<file path="src/rtl/cipher_demux_if.sv">
// cipher_demux_if: bus between the character source and the cipher
// demultiplexer.
//   master modport : character source (drives select/data_i/valid_i,
//                    observes the three routed streams and status)
//   slave modport  : cipher_demux itself
// Signals:
//   select, data_i, valid_i          : input character stream and route request
//   data0_o..data2_o, valid0_o..2_o  : routed character streams
//   busy_o, msg_len_o, len_valid_o   : message status and completed length
//   err_o                            : illegal-route pulse
//   drop_cnt_o                       : discarded character count, present only
//                                      when DEMUX_DROP_CNT_EN is defined
interface cipher_demux_if #(
  parameter int D_WIDTH   = 8,
  parameter int LEN_WIDTH = 16
);
  logic [1:0]           select;
  logic [D_WIDTH-1:0]   data_i;
  logic                 valid_i;
  logic [D_WIDTH-1:0]   data0_o;
  logic                 valid0_o;
  logic [D_WIDTH-1:0]   data1_o;
  logic                 valid1_o;
  logic [D_WIDTH-1:0]   data2_o;
  logic                 valid2_o;
  logic                 busy_o;
  logic [LEN_WIDTH-1:0] msg_len_o;
  logic                 len_valid_o;
  logic                 err_o;
`ifdef DEMUX_DROP_CNT_EN
  logic [15:0]          drop_cnt_o;
`endif

  modport master (
    output select, data_i, valid_i,
    input  data0_o, valid0_o, data1_o, valid1_o, data2_o, valid2_o,
    input  busy_o, msg_len_o, len_valid_o, err_o
`ifdef DEMUX_DROP_CNT_EN
    , input drop_cnt_o
`endif
  );

  modport slave (
    input  select, data_i, valid_i,
    output data0_o, valid0_o, data1_o, valid1_o, data2_o, valid2_o,
    output busy_o, msg_len_o, len_valid_o, err_o
`ifdef DEMUX_DROP_CNT_EN
    , output drop_cnt_o
`endif
  );
endinterface

</file>
<file path="src/rtl/cipher_demux.sv">
// cipher_demux: routes whole messages of a character stream to one of three
// decryptors (0 = Caesar, 1 = scytale, 2 = zigzag). The route is captured on
// the first character of a message and held until the terminator END_CHAR.
// Messages requesting route 3 are flagged on err_o and discarded.
// Ports:
//   clk  : clock, rising edge
//   rst  : synchronous reset, active-high
//   bus  : cipher_demux_if.slave (input stream, three routed outputs, status)
// Optional feature: define DEMUX_DROP_CNT_EN to add bus.drop_cnt_o, a
// saturating 16-bit count of discarded characters cleared only by rst.
// All outputs are registered; latency from valid_i is one cycle.
module cipher_demux #(
  parameter int                 D_WIDTH   = 8,
  parameter logic [D_WIDTH-1:0] END_CHAR  = 8'hFA,
  parameter int                 LEN_WIDTH = 16
) (
  input  logic            clk,
  input  logic            rst,
  cipher_demux_if.slave   bus
);

  typedef enum logic [1:0] {IDLE, ROUTE, DROP} state_t;

  state_t               state;
  logic [1:0]           sel_q;
  logic [LEN_WIDTH-1:0] count;

  logic                 is_end;
  logic                 fwd_en;
  logic [1:0]           fwd_route;
  logic [LEN_WIDTH-1:0] count_next;

  function automatic logic [LEN_WIDTH-1:0] sat_inc_len(input logic [LEN_WIDTH-1:0] v);
    return (&v) ? v : v + 1'b1;
  endfunction

  // The first character of a message uses the live select; later characters
  // use the latched route so mid-message select changes are ignored.
  always_comb begin
    is_end     = (bus.data_i == END_CHAR);
    fwd_route  = (state == IDLE) ? bus.select : sel_q;
    fwd_en     = bus.valid_i &&
                 (((state == IDLE) && (bus.select != 2'd3)) || (state == ROUTE));
    count_next = sat_inc_len(count);
  end

  always_ff @(posedge clk) begin
    if (rst) begin
      state           <= IDLE;
      sel_q           <= '0;
      count           <= '0;
      bus.data0_o     <= '0;
      bus.data1_o     <= '0;
      bus.data2_o     <= '0;
      bus.valid0_o    <= 1'b0;
      bus.valid1_o    <= 1'b0;
      bus.valid2_o    <= 1'b0;
      bus.busy_o      <= 1'b0;
      bus.msg_len_o   <= '0;
      bus.len_valid_o <= 1'b0;
      bus.err_o       <= 1'b0;
    end else begin
      bus.valid0_o    <= 1'b0;
      bus.valid1_o    <= 1'b0;
      bus.valid2_o    <= 1'b0;
      bus.len_valid_o <= 1'b0;
      bus.err_o       <= 1'b0;

      if (fwd_en) begin
        case (fwd_route)
          2'd0: begin bus.data0_o <= bus.data_i; bus.valid0_o <= 1'b1; end
          2'd1: begin bus.data1_o <= bus.data_i; bus.valid1_o <= 1'b1; end
          2'd2: begin bus.data2_o <= bus.data_i; bus.valid2_o <= 1'b1; end
          default: ;
        endcase
      end

      case (state)
        IDLE: begin
          if (bus.valid_i) begin
            sel_q <= bus.select;
            count <= LEN_WIDTH'(1);
            if (bus.select != 2'd3) begin
              if (is_end) begin
                // single-character message: complete immediately
                bus.msg_len_o   <= LEN_WIDTH'(1);
                bus.len_valid_o <= 1'b1;
                bus.busy_o      <= 1'b0;
              end else begin
                state      <= ROUTE;
                bus.busy_o <= 1'b1;
              end
            end else begin
              bus.err_o <= 1'b1;
              if (is_end) begin
                bus.busy_o <= 1'b0;
              end else begin
                state      <= DROP;
                bus.busy_o <= 1'b1;
              end
            end
          end
        end
        ROUTE: begin
          if (bus.valid_i) begin
            count <= count_next;
            if (is_end) begin
              bus.msg_len_o   <= count_next;
              bus.len_valid_o <= 1'b1;
              state           <= IDLE;
              bus.busy_o      <= 1'b0;
            end
          end
        end
        DROP: begin
          if (bus.valid_i && is_end) begin
            state      <= IDLE;
            bus.busy_o <= 1'b0;
          end
        end
        default: begin
          state      <= IDLE;
          bus.busy_o <= 1'b0;
        end
      endcase
    end
  end

`ifdef DEMUX_DROP_CNT_EN
  logic drop_en;

  function automatic logic [15:0] sat_inc_drop(input logic [15:0] v);
    return (&v) ? v : v + 1'b1;
  endfunction

  // Counts the illegal-route capture character and every character
  // discarded afterwards, terminator included.
  assign drop_en = bus.valid_i &&
                   (((state == IDLE) && (bus.select == 2'd3)) || (state == DROP));

  always_ff @(posedge clk) begin
    if (rst) begin
      bus.drop_cnt_o <= '0;
    end else if (drop_en) begin
      bus.drop_cnt_o <= sat_inc_drop(bus.drop_cnt_o);
    end
  end
`endif

endmodule

</file>
<file path="src/flat_wrapper.sv">
// flat-port wrapper written by rule: the top's interface ports become plain ports
module cipher_demux_flat 
#(
  parameter int                 D_WIDTH   = 8,
  parameter logic [D_WIDTH-1:0] END_CHAR  = 8'hFA,
  parameter int                 LEN_WIDTH = 16
)
  (clk, rst, bus_select, bus_data_i, bus_valid_i, bus_data0_o, bus_valid0_o, bus_data1_o, bus_valid1_o, bus_data2_o, bus_valid2_o, bus_busy_o, bus_msg_len_o, bus_len_valid_o, bus_err_o);
  cipher_demux_if #(.D_WIDTH(D_WIDTH), .LEN_WIDTH(LEN_WIDTH)) bus_i ();
  input  logic clk;
  input  logic rst;
  input wire logic [$bits(bus_i.select)-1:0] bus_select;
  input wire logic [$bits(bus_i.data_i)-1:0] bus_data_i;
  input wire logic [$bits(bus_i.valid_i)-1:0] bus_valid_i;
  output wire logic [$bits(bus_i.data0_o)-1:0] bus_data0_o;
  output wire logic [$bits(bus_i.valid0_o)-1:0] bus_valid0_o;
  output wire logic [$bits(bus_i.data1_o)-1:0] bus_data1_o;
  output wire logic [$bits(bus_i.valid1_o)-1:0] bus_valid1_o;
  output wire logic [$bits(bus_i.data2_o)-1:0] bus_data2_o;
  output wire logic [$bits(bus_i.valid2_o)-1:0] bus_valid2_o;
  output wire logic [$bits(bus_i.busy_o)-1:0] bus_busy_o;
  output wire logic [$bits(bus_i.msg_len_o)-1:0] bus_msg_len_o;
  output wire logic [$bits(bus_i.len_valid_o)-1:0] bus_len_valid_o;
  output wire logic [$bits(bus_i.err_o)-1:0] bus_err_o;
  assign bus_i.select = bus_select;
  assign bus_i.data_i = bus_data_i;
  assign bus_i.valid_i = bus_valid_i;
  assign bus_data0_o = bus_i.data0_o;
  assign bus_valid0_o = bus_i.valid0_o;
  assign bus_data1_o = bus_i.data1_o;
  assign bus_valid1_o = bus_i.valid1_o;
  assign bus_data2_o = bus_i.data2_o;
  assign bus_valid2_o = bus_i.valid2_o;
  assign bus_busy_o = bus_i.busy_o;
  assign bus_msg_len_o = bus_i.msg_len_o;
  assign bus_len_valid_o = bus_i.len_valid_o;
  assign bus_err_o = bus_i.err_o;
  cipher_demux #(.D_WIDTH(D_WIDTH), .END_CHAR(END_CHAR), .LEN_WIDTH(LEN_WIDTH)) u_core (.clk(clk), .rst(rst), .bus(bus_i));
endmodule
</file>
<file path="config.mk">
export PLATFORM = sky130hd
export DESIGN_NAME = cipher_demux_flat
export DESIGN_NICKNAME = d
export VERILOG_FILES = /design/src/rtl/cipher_demux_if.sv /design/src/rtl/cipher_demux.sv /design/src/flat_wrapper.sv
export SDC_FILE = /design/constraint.sdc
export NUM_CORES = 1
export LEC_CHECK = 0
export ABC_AREA = 0
export CORE_MARGIN = 4
export CORE_UTILIZATION = 46
export CTS_BUF_LIST = sky130_fd_sc_hd__clkbuf_8
export CTS_CLUSTER_DIAMETER = 30
export CTS_CLUSTER_SIZE = 16
export DETAILED_ROUTE_END_ITERATION = 6
export GPL_ROUTABILITY_DRIVEN = 0
export PLACE_DENSITY = 0.74
export SYNTH_ARGS = -nofsm -noshare
export SYNTH_HDL_FRONTEND = slang
export SYNTH_SLANG_ARGS = --single-unit
</file>
<file path="constraint.sdc">
create_clock -name clk -period 4.3 [get_ports clk]
set_clock_uncertainty 0.2 [all_clocks]
set_input_delay 0.86 -clock clk [delete_from_list [all_inputs] [get_ports clk]]
set_output_delay 0.86 -clock clk [all_outputs]
set_load 0.1 [all_outputs]
</file>
**Word level (Yosys, flattened, before mapping)**

Cells that the tools add are included.

- ROM bits: 0
- Logic and storage cells: 82
- Memory bits (writable): 0
- Bits in registers: 66
- Latch bits: 0
- Memories kept: 0
- Input bits: 13
- Output and inout port bits: 46

- Bitwise gates (word level): 3
- Multiply operators: 0
- Shift-type cells: 0
- Reduce and logical (&&, ||, !) cells: 18
- Magnitude comparators: 0
- Add/sub/neg operators: 1
- Muxes and demuxes: 34
- Divide/modulo/power cells: 0
- Equal/unequal tests: 13

Operators with widths:

| cell | number |
|---|---|
| 2-to-1 mux 16 bit | 8 |
| one-hot mux 16 bit (2 select lines) | 2 |
| adder 16 x 1 -> 16 bit, second input constant | 1 |
| 2-to-1 mux 2 bit | 8 |
| AND reduction 16 bit | 1 |
| 2-to-1 mux 1 bit | 13 |
| inequality test 2 bit, second input constant | 5 |
| equality test 8 bit, second input constant | 1 |
| AND reduction 2 bit | 4 |
| inequality test 2 x 1 -> 1 bit, second input constant | 3 |
| one-hot mux 2 bit (3 select lines) | 1 |
| AND reduction 6 bit | 1 |
| AND reduction 5 bit | 1 |
| equality test 2 x 1 -> 1 bit, second input constant | 2 |
| equality test 2 bit, second input constant | 2 |
| logical NOT 2 bit | 2 |
| AND reduction 4 bit | 1 |
| logical AND 1 bit | 3 |
| NOT 1 bit | 3 |
| one-hot mux 1 bit (3 select lines) | 1 |
| AND reduction 3 bit | 1 |
| OR reduction 3 bit | 1 |
| one-hot mux 1 bit (2 select lines) | 1 |
| nonzero test 2 bit | 1 |
| 2 further kinds | 2 |

**Logic depth before layout (Yosys ltp)**

- Depth after elaboration: 6
- Depth in mapped cells: 7
- Gate-level depth less buffers: 5

**Worst setup path before layout**

No wires, ideal clock.

- Path kind: in2reg
- From: input rst
- To: register u_core.bus.msg_len_o[15]
- Arrival: 2.134 ns
- Stages on the path: 5
- Library setup time: 0.066 ns
- Slack: 1.901 ns
- Required time: 4.034 ns
- Cell sequence: clkbuf_1 nand4bb_1 or3_1 or4_1 nand3_1

RTL lines:

| what | line | RTL |
|---|---|---|
| start, declared | flat_wrapper.sv:11 | `input logic rst;` |
| end signal, assigned | cipher_demux.sv:108 | `bus.msg_len_o <= count_next;` |
| end, declared | cipher_demux_if.sv:46 | `output busy_o, msg_len_o, len_valid_o, err_o` |

**Worst setup path in the final report**

- From: input bus_valid_i
- To: register u_core.bus.data0_o[0]

- Longest elaborated chain between the ends: 2

Ends and longest elaborated chain:

| what | line | RTL |
|---|---|---|
| start, declared | flat_wrapper.sv:14 | `input wire logic [$bits(bus_i.valid_i)-1:0] bus_valid_i;` |
| logical AND 1 bit | cipher_demux.sv:42 | `fwd_en = bus.valid_i &&` |
| AND reduction 2 bit (no source line) | n/a |  |
| end signal, assigned | cipher_demux.sv:52 | `bus.data0_o <= '0;` |
| end signal, assigned | cipher_demux.sv:71 | `2'd0: begin bus.data0_o <= bus.data_i; bus.valid0_o <= 1'b1; end` |
| end, declared | cipher_demux_if.sv:45 | `output data0_o, valid0_o, data1_o, valid1_o, data2_o, valid2_o,` |

Every way passes these cells.
A chain may end at the register's enable or synchronous reset.

==> impl_metrics.ini <==
[outcome]
outcome = complete, but fails checks
violations_in_the_final_reports = design-rule violations

[floorplanning]
rows = 30
die_width_microns = 91.5
vertical_die_dimension_microns = 91.5
die_area_sq_um = 8360
core_sq_um = 6790
ios = 59
starting_density_pct = 47.2

[timing]
rsz0062_at_grt = no
tightest_slew_margin_relative_to_the_limit_pct = 31.2
final.min_clock_period_ps = 3120
timing.setup.tns_ps = 0
finalSetupViolations = 0
max_clock_freq_mhz = 321
period_share_pct = 72.5
finalHoldViolCount = 0
maxSlewViolCount = 0
max_slew.worst_pin.slew_ps = 1030

[synth]
synth_edf_count = 0
async_flop_share_pct = 0
synthesis.area_per_instance_sq_um = 8.59
synthCells = 373
yosysWarningCount = 0
yosysSeqAreaShare_pct = 41.2
yosys.cell_types.count = 59
synth_top_area_share_pct = 41.2
postSynth.topFlopCell = dfxtp_1
total_nets_after_synthesis = 387
cell_types_occupying_the_most_area_after_synthesis = dfxtp_1 (41%), mux2i_1 (5.9%), nand3_1 (4.2%)
yosys_register_bits = 66
synth.largest_area_cell = dfxtp_1
syn_area_sq_um = 3200

[global_routing]
number_of_global_route_vias_before_repair = 2943
grt_pass1_wl_microns = 14800
grt.total_usage_pct = 21.9
grt_antenna_before_repair = 0
grt_ovf = 0
largest_net_degree_at_the_start_of_global_routing = 27

[clock_tree]
tritoncts_clock_tree = built
clock_slew_at_the_register_clock_pins_of_the_worst_setup_and_hold_paths_ps = 70
tritoncts.num_buffers = 9
post_cts.resized_instances = 0
cts.path.max_buffers = 2
cts.sinks = 66
clock_tree.root_cell = clkbuf_8
insertion_delay_ps = 350
setup_fix_bufs_post_cts = 0
depth_of_the_cts_h_tree = 3
post_cts_hold_buffer_count = 0

[layout]
syn2layout_area_growth_pct = 25.0
num-nets-final = 432
drive_above_1_share_pct = 7.35
most-common-layout-cells = dfxtp_1 (66), clkdlybuf4s50_1 (58), nor2_1 (32)
layout_commonest_cell = dfxtp_1
n_antenna_cell = 0
fin_util_pct = 59.0

[power]
share_comb_of_total_power_pct = 16.1
vdd.ir_drop.worst_v = 0.000277
power_frac_clock_pct = 38.4
power_per_cell_area_nw_per_um2 = 352
power_switching_share_pct = 29.1
power_report.internal_total_w = 0.00100
netSwitchingPower_w = 0.000411
sequentialPowerShare_pct = 45.5
static-leakage-power_nw = 1.39

[routing]
post-route-drc-count = 1
vias = 3093
drtAntennaViolNets = 0
wire_length_per_cell_after_detailed_routing_microns = 17.1
firstDrtPassIters = 7
detailed_route_wl_microns = 8870
via_per_inst = 5.97
dr.first_iter.drc_count = 246

[setup_path]
worst_path_largest_cell_delay_ps = 670
cp.required_ps = 4330
critical_path_maximum_fanout = 12
critical_path_class = in -> reg
setup.worst_path.start_class = input port
setup.worst_path.end_class = register
cp.arrival_ps = 3150
timing.critical_path.cells = clkdlybuf4s50_1, nand2b_1, buf_4, nand4bb_1, mux2i_1, nor2_1
crit_path_top_delay_cell = clkdlybuf4s50_1

[placed_design]
io_buffers = 58
dp.final_hpwl_microns = 6110

[hold_path]
timing.hold.worst.class = reg -> reg

[job]
total_of_max_cap_violations = 0
-- cell type report --
cell class	count	area, sq um
fillers	586	2790
multi-input cells	271	1710
flip-flops and latches	66	1320
repair buffers	66	641
clock buffers	12	165
well taps	96	120
clock inverters	3	38.8
inverters	4	15.0
-- per-stage QoR --
| step | hold slack [ps] | setup WS (ps) | cell area, sq um | power (W) | std cells |
|---|---|---|---|---|---|
| finish | 251 | 1180 | 4010 | 0.00141 | 518 |
| floorplan | 250 | 1900 | 3200 | 0.000818 | 373 |
| detailed placement | 243 | 902 | 3800 | 0.000881 | 503 |
| global route | 293 | 1120 | 4010 | 0.00147 | 518 |
| CTS | 259 | 1230 | 4010 | 0.00142 | 518 |
| global placement | 237 | 1050 | 3800 | 0.000878 | 503 |
-- sequential cells by signal, indices dropped and copies added, names as in the netlist, 2 cells and up --
signal	cells
u_core.bus.data1_o	8
u_core.count	16
u_core.sel_q	2
u_core.state	2
u_core.bus.data2_o	8
u_core.bus.data0_o	8
u_core.bus.msg_len_o	16
-- synth_stat cells, drive strengths merged, types with 7 or more instances --
master,count
a21oi,18
nand4,10
nor2,32
nor4,8
nand2,29
nand3,27
a31oi,8
o21ai,22
o211ai,8
nor3,9
mux2i,19
buf,16
a211oi,7
dfxtp,66
clkbuf,16
-- final timing paths --
kind | slack (ps) | start | cells past startpoint | end
worst max-delay path | 1180 | bus_valid_i | 6 | u_core.bus.data0_o[0]
worst min-delay path | 250 | u_core.bus.msg_len_o[9] | 2 | u_core.bus.msg_len_o[9]
worst max register to register | 1790 | u_core.count[0] | 6 | u_core.count[0]
worst min register to register | 250 | u_core.bus.msg_len_o[9] | 2 | u_core.bus.msg_len_o[9]
-- power groups by stage --
stage / clock [W] / sequential (W) / combinational (W)
5_1_grt: 0.000582 / 0.000645 / 0.000238
4_1_cts: 0.000550 / 0.000642 / 0.000227
6_report: 0.000542 / 0.000642 / 0.000227
2_1_floorplan: 0 / 0.000741 / 0.0000774
3_3_place_gp: 0 / 0.000655 / 0.000223
3_5_place_dp: 0 / 0.000656 / 0.000225
-- metal layers --
layer  wire (microns)  vias up  global-route usage (%)
li1                 -     1490                       -
met1             3850     1470                    29.0
met2             4270      123                    34.9
met3              650       10                    4.81
met4              108        0                    7.66
met5                0        -                       0
-- logic make-up (layout without fill, tap and decap cells) --
kind of cell | after synthesis | after routing | share of synthesized area (%)
xor gates and xnor gates | 2 | 2 | 0.547
adders and majority gates | 1 | 1 | 0.390
DFF | 66 | 66 | 41.2
muxes | 20 | 20 | 6.29
and+or+nand+nor | 154 | 154 | 26.2
buffers and inverters | 36 | 85 | 5.54
AOI/OAI and AO/OA | 94 | 94 | 19.8
-- worst max-delay path, delay by kind of cell --
kind          cells  cell delay (ps)
simple gates      3              950
mux               1              380
buf+inv           2              950
(Power assumes the default switching activity.)
==> RTL change (same settings) <==
Re-encode `state_t` (3 states) as one-hot, 3 bits wide.
--- a/src/rtl/cipher_demux.sv
+++ b/src/rtl/cipher_demux.sv
@@ -20,5 +20,5 @@
 );
 
-  typedef enum logic [1:0] {IDLE, ROUTE, DROP} state_t;
+  typedef enum logic [2:0] {IDLE = 3'b001, ROUTE = 3'b010, DROP = 3'b100} state_t;
 
   state_t               state;
Function: same outputs for any inputs over 4 cycles, from zero or initial values and one cycle with rst high; so few cycles prove little.
==> RTL change against the original RTL <==
  * Critical path depth shrank 1
  * Sequential power rose by 0.9%
  * Utilization grew 0.74 points
  * Sequential cell count grew 1
  * Routed wire length is 15% lower
  * Area after synthesis decreased by 4.5%
  * Via count is 15% lower
  * Combinational power fell by 7%
  * Power is 1.8% lower
  * Final area decreased by 4.3%
  * Clock power is 3% lower
  * Setup slack improved by 0.027 ns
  * Critical endpoint is now u_core.bus.data2_o[2]$_SDFFE_PP0P_
  * Largest power group unchanged
==> RTL change: results (changes against the original RTL) <==
* Rel. slew slack at 0.3141 (was 0.3118)
* Fin nets at 393 (was 432)
* Met3 Use GR at 0.04055 (was 0.04805)
* Largest net degree at the start of global routing at 53 (was 27)
* VDD IR max at 0.0002332 V (was 0.0002769 V)
* Fmax at 323.6 MHz (was 320.9 MHz)
* Worst hold path type: reg -> reg (unchanged)
* Delay-heaviest family, CP: compound AO/OA/AOI/OAI gates (was buffers and inverters)
* Met3 routed WL at 378 um (was 650 um)
* Share of layout cells above drive strength 1 at 0.09635 (was 0.07346)
* Setup slack, reg-to-reg at 1.66 ns (was 1.79 ns)
* Status: finished clean (was finished, violations left)
* Vias in the first global route at 2505 (was 2943)
* Post-Synth Adder-Cell Area at 0.004088 (was 0.003905)
* Mux cell area share after synthesis at 0.09280 (was 0.06287)
* Dpl ws at 0.8304 ns (was 0.9017 ns)
* Met2 WL at 3385 um (was 4265 um)
* Global-route met1 utilization at 0.2809 (was 0.2901)
* Yosys cell types at 57 (was 59)
* Initial drt markers at 196 (was 246)
* Compound-cell area share of the yosys netlist at 0.1500 (was 0.1976)
* Pre-Repair DR Iteration Count at 4 (was 7)
* GR Util All Layers at 0.2004 (was 0.2187)
* M2 GR Usage at 0.2919 (was 0.3488)
* Crit path DAT at 3.10 ns (was 3.15 ns)
* Largest cells by area after synthesis: dfxtp_1 (44%), mux2i_1 (8.8%), nor2_1 (5.6%) (was dfxtp_1 (41%), mux2i_1 (5.9%), nand3_1 (4.2%))
* Sequential-to-total area share from yosys stat at 0.4383 (was 0.4123)
* Via count at 2628 (was 3093)
* Hold Worst Slack at 0.2626 ns (was 0.2510 ns)
* Static leakage at 1.264 nW (was 1.391 nW)
* Crit-path max FO at 9 (was 12)
* Commonest cells in the netlist: dfxtp_1 (67), nor2_1 (46), mux2i_1 (27) (was dfxtp_1 (66), nor2_1 (32), nand2_1 (29))
* First-pass GRT wire length at 12300 um (was 14750 um)
* Post-synthesis xor/xnor area fraction at 0.02576 (was 0.005467)
## RTL change: changes by cell type after synthesis, sizes merged, moves of 7 or more
cell	before	now
o211ai	8	0
nor2	32	47
o21ai	22	8
nand3	27	10
nand2	29	18
o2bb2ai	1	8
mux2i	19	28
clkbuf	16	8
## RTL change: final timing paths
kind | start | cells after the start | endpoint
max reg2reg | u_core.state[1]$_SDFFE_PP0P_ | 5 | u_core.bus.msg_len_o[14]$_SDFFE_PP0P_
min reg2reg | u_core.bus.msg_len_o[14]$_SDFFE_PP0P_ | 1 | u_core.bus.msg_len_o[14]$_SDFFE_PP0P_
min | u_core.bus.msg_len_o[14]$_SDFFE_PP0P_ | 1 | u_core.bus.msg_len_o[14]$_SDFFE_PP0P_
max | bus_valid_i | 5 | u_core.bus.data2_o[2]$_SDFFE_PP0P_
## RTL change: per-stage QoR
| stage | cell area [um2] | cells |
|---|---|---|
| 2_1_floorplan | 3060 | 331 |
| 3_3_place_gp | 3635 | 445 |
| 3_5_place_dp | 3635 | 445 |
| 4_1_cts | 3835 | 461 |
| 5_1_grt | 3835 | 461 |
| 6_report | 3835 | 461 |
## RTL change: area by class of cell
| type | count | area (um2) |
|---|---|---|
| Multi-Input combinational cell | 240 | 1610 |
| Tap cell | 77 | 96.34 |
| Sequential cell | 67 | 1341 |
| Clock inverter | 7 | 76.32 |
| Fill cell | 583 | 2587 |
| Inverter | 3 | 11.26 |
| Timing Repair Buffer | 58 | 575.6 |
| Clock buffer | 9 | 123.9 |
## RTL change: power by group
part | internal (mW) | leakage, nW | total [mW] | switching [mW]
combinational | 0.0623 | 0.626 | 0.210 | 0.148
clock | 0.270 | 0.0958 | 0.528 | 0.257
sequential | 0.635 | 0.542 | 0.648 | 0.0130
